$ cat src/rtl/pattern_scan_ctrl.sv
// Word-to-serial scan controller: serialises framed words MSB-first and counts
// runtime-configured bit-pattern matches. Optional output match_pos under `MATCH_POS_EN.
module pattern_scan_ctrl #(
  parameter int DATA_W  = 8,
  parameter int PAT_MAX = 8,
  parameter int CNT_W   = 8
) (
  input  logic                       clk,
  input  logic                       rst_n,
  input  logic [PAT_MAX-1:0]         cfg_pattern,
  input  logic [$clog2(PAT_MAX):0]   cfg_len,
  input  logic                       cfg_overlap,
  input  logic                       in_valid,
  input  logic [DATA_W-1:0]          in_data,
  input  logic                       in_last,
  output logic                       in_ready,
  output logic                       busy,
  output logic                       match_pulse,
  output logic                       done,
  output logic [CNT_W-1:0]           match_count,
`ifdef MATCH_POS_EN
  output logic [15:0]                match_pos,
`endif
  output logic                       overflow
);

  localparam int LEN_W = $clog2(PAT_MAX) + 1;
  localparam int CW    = $clog2(DATA_W) + 1;

  typedef enum logic [1:0] {
    ST_IDLE  = 2'd0,
    ST_SHIFT = 2'd1,
    ST_FIN   = 2'd2
  } state_t;

  state_t             state_r;
  logic [DATA_W-1:0]  word_r;
  logic               last_r;
  logic [CW-1:0]      cnt_r;
  logic [PAT_MAX-1:0] window_r;
  logic [LEN_W-1:0]   seen_r;
  logic [PAT_MAX-1:0] pat_r;
  logic [PAT_MAX-1:0] mask_r;
  logic [LEN_W-1:0]   len_r;
  logic               ovl_r;
`ifdef MATCH_POS_EN
  logic [15:0]        pos_idx_r;
`endif

  logic               accept_s;
  logic [LEN_W-1:0]   len_clamp_s;
  logic [PAT_MAX-1:0] len_mask_s;
  logic [PAT_MAX-1:0] window_nx_s;
  logic [LEN_W-1:0]   seen_inc_s;
  logic               hit_s;

  assign accept_s = in_valid & in_ready;

  // Clamp the requested length and build the compare mask for the low len bits.
  always_comb begin
    if (cfg_len > LEN_W'(PAT_MAX)) begin
      len_clamp_s = LEN_W'(PAT_MAX);
    end else begin
      len_clamp_s = cfg_len;
    end
    len_mask_s = {PAT_MAX{1'b0}};
    for (int i = 0; i < PAT_MAX; i++) begin
      len_mask_s[i] = (LEN_W'(i) < len_clamp_s);
    end
  end

  // Next window/seen values and the match decision for the bit shifted this cycle.
  always_comb begin
    window_nx_s = {window_r[PAT_MAX-2:0], word_r[DATA_W-1]};
    if (seen_r >= LEN_W'(PAT_MAX)) begin
      seen_inc_s = seen_r;
    end else begin
      seen_inc_s = seen_r + LEN_W'(1);
    end
    if ((len_r != {LEN_W{1'b0}}) && (seen_inc_s >= len_r) &&
        ((window_nx_s & mask_r) == pat_r)) begin
      hit_s = 1'b1;
    end else begin
      hit_s = 1'b0;
    end
  end

  // Control FSM with all outputs registered.
  always_ff @(posedge clk or negedge rst_n) begin
    if (!rst_n) begin
      state_r     <= ST_IDLE;
      word_r      <= {DATA_W{1'b0}};
      last_r      <= 1'b0;
      cnt_r       <= {CW{1'b0}};
      window_r    <= {PAT_MAX{1'b0}};
      seen_r      <= {LEN_W{1'b0}};
      pat_r       <= {PAT_MAX{1'b0}};
      mask_r      <= {PAT_MAX{1'b0}};
      len_r       <= {LEN_W{1'b0}};
      ovl_r       <= 1'b0;
      in_ready    <= 1'b1;
      busy        <= 1'b0;
      match_pulse <= 1'b0;
      done        <= 1'b0;
      match_count <= {CNT_W{1'b0}};
      overflow    <= 1'b0;
`ifdef MATCH_POS_EN
      pos_idx_r   <= 16'h0000;
      match_pos   <= 16'hFFFF;
`endif
    end else begin
      match_pulse <= 1'b0;
      done        <= 1'b0;
      case (state_r)
        ST_IDLE: begin
          if (accept_s) begin
            word_r   <= in_data;
            last_r   <= in_last;
            cnt_r    <= {CW{1'b0}};
            in_ready <= 1'b0;
            state_r  <= ST_SHIFT;
            // Config is captured only on the first word; later changes are ignored.
            if (!busy) begin
              pat_r       <= cfg_pattern & len_mask_s;
              mask_r      <= len_mask_s;
              len_r       <= len_clamp_s;
              ovl_r       <= cfg_overlap;
              window_r    <= {PAT_MAX{1'b0}};
              seen_r      <= {LEN_W{1'b0}};
              match_count <= {CNT_W{1'b0}};
              overflow    <= 1'b0;
              busy        <= 1'b1;
`ifdef MATCH_POS_EN
              pos_idx_r   <= 16'h0000;
              match_pos   <= 16'hFFFF;
`endif
            end
          end
        end
        ST_SHIFT: begin
          word_r   <= word_r << 1;
          window_r <= window_nx_s;
          if (hit_s) begin
            match_pulse <= 1'b1;
            if (match_count == {CNT_W{1'b1}}) begin
              overflow <= 1'b1;
            end else begin
              match_count <= match_count + CNT_W'(1);
            end
            // Non-overlapping mode restarts the bit history so no bit is reused.
            seen_r <= ovl_r ? seen_inc_s : {LEN_W{1'b0}};
`ifdef MATCH_POS_EN
            if (match_pos == 16'hFFFF) begin
              match_pos <= pos_idx_r;
            end
`endif
          end else begin
            seen_r <= seen_inc_s;
          end
`ifdef MATCH_POS_EN
          if (pos_idx_r != 16'hFFFE) begin
            pos_idx_r <= pos_idx_r + 16'd1;
          end
`endif
          if (cnt_r == CW'(DATA_W - 1)) begin
            cnt_r <= {CW{1'b0}};
            if (last_r) begin
              state_r <= ST_FIN;
              busy    <= 1'b0;
              done    <= 1'b1;
            end else begin
              state_r  <= ST_IDLE;
              in_ready <= 1'b1;
            end
          end else begin
            cnt_r <= cnt_r + CW'(1);
          end
        end
        ST_FIN: begin
          state_r  <= ST_IDLE;
          in_ready <= 1'b1;
        end
        default: begin
          state_r  <= ST_IDLE;
          in_ready <= 1'b1;
          busy     <= 1'b0;
        end
      endcase
    end
  end

endmodule

$ cat config.mk
export PLATFORM = sky130hd
export DESIGN_NAME = pattern_scan_ctrl
export DESIGN_NICKNAME = d
export VERILOG_FILES = /design/src/rtl/pattern_scan_ctrl.sv
export SDC_FILE = /design/constraint.sdc
export NUM_CORES = 1
export LEC_CHECK = 0
export ABC_AREA = 1
export CAP_MARGIN = 15
export CORE_ASPECT_RATIO = 1.5
export CORE_MARGIN = 3
export CORE_UTILIZATION = 55
export CTS_CLUSTER_SIZE = 25
export DETAILED_ROUTE_END_ITERATION = 10
export PLACE_DENSITY = 0.79
export SYNTH_ARGS = -nofsm -noshare
export SYNTH_HDL_FRONTEND = slang
export SYNTH_SLANG_ARGS = --single-unit
$ cat constraint.sdc
create_clock -name clk -period 6 [get_ports clk]
set_input_delay 1.8 -clock clk [delete_from_list [all_inputs] [get_ports clk]]
set_output_delay 1.8 -clock clk [all_outputs]
set_load 0.05 [all_outputs]
# Word level (Yosys, flattened, before mapping)
# Index checks and enable logic that the tools add are counted.
classes:
  add_sub_neg: 3
  muxes: 41
  bitwise: 5
  n_reduce_logical: 14
  eq_ne: 13
  magnitude_cmp: 11
ops:
  columns: ["operator", "count"]
  rows:
  - ["8-bit 2-to-1 mux", 5]
  - ["4-bit 2-to-1 mux", 8]
  - ["8-bit case mux with 2 select lines", 2]
  - ["8-bit AND", 2]
  - ["3-bit by 4-bit less-than comparator with 1-bit output, first input constant", 4]
  - ["1-bit 2-to-1 mux", 16]
  - ["2-bit != test, second input constant", 8]
  - ["4-bit case mux with 2 select lines", 2]
  - ["7-bit case mux with 2 select lines", 1]
  - ["5-bit AND reduction", 2]
  - ["3-bit AND reduction", 3]
  - ["4-bit by 1-bit adder with 4-bit output, second input constant", 2]
  - ["8-bit by 1-bit adder with 8-bit output, second input constant", 1]
  - ["8-bit == test", 1]
  - ["8-bit == test, second input constant", 1]
  - ["1-bit by 4-bit less-than comparator with 1-bit output, first input constant", 2]
  - ["2-bit by 4-bit less-than comparator with 1-bit output, first input constant", 2]
  - ["2-bit 2-to-1 mux", 3]
  - ["2-bit AND reduction", 3]
  - ["4-bit by 3-bit == test with 1-bit output, second input constant", 1]
  - ["4-bit greater-or-equal comparator", 1]
  - ["4-bit greater-or-equal comparator, second input constant", 1]
  - ["4-bit > comparator, second input constant", 1]
  - ["1-bit case mux with 2 select lines", 2]
  - ["11 further kinds", 13]
totals:
  out_inout_bits: 13
  wordCells: 103
  in_bits: 25
  register_bits: 60

# Logic depth before layout (Yosys ltp)
depth:
  word_depth: 8
  mapped_depth: 14
  mapped_depth_nobuf: 14

# Worst setup path before layout
# No wires, ideal clock.
synth_timing:
  kind: "input-to-reg"
  from: "input port in_valid"
  to: "register match_count[4]"
  required_ns: 5.880
  setup_ns: 0.120
  arrival_time_ns: 2.738
  setup_slack_ns: 3.142
  stages: 8
  n_path_buf: 0
  path_cell_list: "nand2_1 nand3_1 nor3b_2 nand2_2 clkinv_2 nand2_4 nand2_1 nand2_1"
synth_between:
  elab_chain_cells: 3
synth_rtl:
  columns: ["element", "line", "text"]
  rows:
  - ["start, declared", "13", "input logic in_valid,"]
  - ["1-bit AND", "57", "assign accept_s = in_valid & in_ready;"]
  - ["2-bit != test (no source line)", null, null]
  - ["5-bit AND reduction (no source line)", null, null]
  - ["end signal, assigned", "105", "match_count <= {CNT_W{1'b0}};"]
  - ["end signal, assigned", "130", "match_count <= {CNT_W{1'b0}};"]
  - ["end signal, assigned", "148", "match_count <= match_count + CNT_W'(1);"]
  - ["end, declared", "20", "output logic [CNT_W-1:0] match_count,"]
# Every way passes these cells.
# A chain may end at the register's enable or synchronous reset.

# Worst setup path in the final report
layout_timing:
  from: "register match_count[3]"
  to: "output port match_count[3]"
# No word-level cell between the ends.

==> key figures <==
Run status
  – Outcome: finished, final reports clean

Global route
  – Vias in the first global route: 2560
  – Largest net degree at the start of global routing: 60
  – Gr ovfl total: 0
  – First-pass GRT wire length: ~11000 microns
  – Tot GR Track Use: 23.3%
  – Antenna violations before repair: 0

Clock tree
  – Clock transition at path regs: ~0.060 ns
  – CTS Hold Bufs: 0
  – TritonCTS clock tree: done
  – CTS Sinks: between 50 and 60
  – PostCTS Resize Cnt: 0
  – H-Tree Depth: 3
  – Worst skew pair latency: 0.34 ns
  – Post-CTS setup buffer count: 0
  – Root Driver: clkbuf_8
  – Clk buf depth: 2
  – Total CTS buffers: 9

Yosys
  – Post-synth cell types: 32
  – Register area share after synthesis: 50.1%
  – Post-Syn Area per Cell: between 8 and 9 sq um
  – Synth area leaders: dfrtp_1 49%, nand2_1 13%, inv_1 6.4%
  – Ys Warns: 0
  – Yosys top cell by area: dfrtp_1
  – FFs w/ async S/R, synth: 100%
  – Yosys reg bits: 59
  – Cells after Synth: approximately 360
  – Top-area cell type share of the netlist area: approximately 49%
  – Post-Syn Area: a little under 3000 sq um
  – Number of flops mapped to enable cells by yosys: 0
  – Top FF cell, synth: dfrtp_1
  – Syn nets: between 300 and 400

Routing
  – Via count: between 2000 and 3000
  – DRC: 0
  – Detailed Routing Iterations Pass 1: 4
  – Drt initial violations: 197
  – Vias per cell: around 5.3
  – Remaining antenna violation count: 0
  – Final WL: roughly 6500 microns
  – Avg WL per Cell: between 10 and 15 microns

Floorplan
  – Core Area: 5160 sq um
  – Vert. Die Dim: around 96 microns
  – Num rows: 32
  – Initial Utilization: a little under three fifths
  – IO Count: 38
  – Die area: ~6300 sq um
  – Die W: about 66 microns

Cells and area
  – Diode count: 0
  – Register area: roughly 1500 sq um
  – Most frequent cells in the layout: 103 x nand2_1, 58 x dfrtp_1, 50 x inv_1, 36 x clkdlybuf4s50_1, 28 x nand3_1
  – Share of layout cells above drive strength 1: around 7.6%
  – Nets: about 430
  – Post-route insts no fill: 474
  – Commonest non-fill, non-tap cell in the layout: nand2_1
  – Filler Cells Inserted: roughly 420
  – Area growth from synthesis to layout: 23.0%
  – Final core occ: 70.3%
  – Multi-input gate area: between 1000 and 1500 sq um

Setup path
  – CP startpoint kind: register
  – Crit path max-delay family: buffers and inverters
  – Setup crit end kind: output port
  – CP Data Arrival Time: about 1.7 ns
  – Buf/Inv on CP: 1
  – Critical Path RT: roughly 4.2 ns
  – CP Max Fanout: 8
  – Slowest cell on crit path: clkdlybuf4s50_1
  – Crit-path cells: clkdlybuf4s50_1
  – Kind of critical path: reg -> out
  – Max incr delay on CP: roughly 0.86 ns

Timing
  – Period utilization: 58.1%
  – RSZ-0062 raised after global routing: no
  – FMAX: about 0.29 GHz
  – Count of final max-slew check failures: 0
  – Final setup fails: 0
  – Worst-margin pin slew: approximately 0.75 ns
  – Min Tclk post-route: 3.49 ns
  – Final setup TNS: 0 ns
  – Final hold viol count: 0
  – Max-Slew Margin vs Limit: between 50% and 60%
  – Clock Skew: 0.00699 ns

Placed design
  – Placed Cells: roughly 460
  – Post-DP HPWL: ~4600 microns
  – IO Port Bufs: 37
  – GPL Wtd Cong: ~0.85

Job
  – Max_cap viols: 0

Min path
  – HP Class: reg -> reg

Pwr
  – Pwr/cell area: between 500 and 600 nW/um^2
  – Leak: around 1.8 nW
  – VDD IR max: 0.386 mV
[logic make-up (layout without fill, tap and decap cells)]
| group | count (synthesis) | count (layout) | synth area share, % |
|---|---|---|---|
| AO/OA/AOI/OAI | 46 | 46 | 10.2 |
| XOR/XNOR | 8 | 8 | 2.38 |
| adder cells (fa/ha/maj) | 8 | 8 | 3.39 |
| buffers and inverters | 61 | 108 | 7.98 |
| flip-flops | 59 | 59 | 50.1 |
| AND/OR/NAND/NOR | 177 | 177 | 25.9 |
[flip-flops by register name (all words and copies together) (netlist names), 2 cells and up]
signal	count
window_r	7
state_r	2
seen_r	4
cnt_r	4
mask_r	8
pat_r	8
match_count	8
word_r	8
len_r	3
[routing by layer]
layer | track usage (%) | vias to the layer above | share of wire, %
met5 | 0 | - | 0
met4 | 11.4 | 0 | 2.9
met3 | 6.13 | 16 | 4.2
met2 | 38.3 | 58 | 51
met1 | 28.0 | 1188 | 42
li1 | - | 1248 | -
[report_power, final]
group | total, mW | switching [mW] | internal, mW
registers | 0.677 | 0.115 | 0.562
logic | 0.769 | 0.484 | 0.285
clock network | 0.438 | 0.152 | 0.286
total | 1.88 | 0.751 | 1.13
[synth_stat cells (2+ instances only)]
library cell  count
nand3_1          28
nand2_4           2
nor2_2            2
xor2_1            7
nand4_1           4
clkbuf_1          4
ha_1              8
o21ai_0          13
a21oi_1           6
o22ai_1          12
o31ai_1           2
nor3_1           10
nor2_1           24
dfrtp_1          58
inv_2             2
buf_2             4
a221oi_1          7
nand2_1         103
inv_1            50
[worst register-to-register path, stage by stage, from the launching register on]
cell and delay, ns:
dfrtp_1 0.43, inv_1 0.07, ha_1 0.29, nand2_1 0.06, o21ai_0 0.12, ha_1 0.33, nand2_1 0.05, nand2_1 0.05
nand2_1 0.05, nand3_1 0.07, nand2_1 0.13, nor2_1 0.26, nand2_1 0.17, nand3b_1 0.12, nand2_1 0.05
[area by class of cell]
type                       instances  area share (%)
clock buffer                      11            3.90
clock inverter                     5            2.76
inverter                          53            5.52
multi-input combinational        239            34.1
sequential                        59            40.7
tap                               68            2.34
timing repair buffer              39            10.7
[worst paths after layout]
| path | to | depth (start not counted) | slack, ns | from |
|---|---|---|---|---|
| max reg2reg | seen_r[0] | 14 | 3.67 | seen_r[0] |
| max | match_count[3] | 1 | 2.51 | match_count[3] |
| min | mask_r[5] | 2 | 0.51 | mask_r[5] |
| min in group asynchronous | pat_r[4] | 2 | 1.61 | rst_n |
| min reg2reg | mask_r[5] | 2 | 0.51 | mask_r[5] |
| max in group asynchronous | pat_r[7] | 2 | 3.93 | rst_n |
[through the flow]
| step | setup slack [ns] | cell area [sq um] | power, mW | hold WS, ns |
|---|---|---|---|---|
| floorplan | 3.14 | 2950 | 1.24 | 0.470 |
| finish | 2.51 | 3630 | 1.88 | 0.510 |
| detailed placement | 2.30 | 3370 | 1.44 | 0.498 |
| global placement | 2.39 | 3370 | 1.40 | 0.485 |
| CTS | 2.50 | 3610 | 1.89 | 0.513 |
| global route | 2.45 | 3630 | 2.05 | 0.530 |
Note: power is estimated with default switching activity, not from simulation.
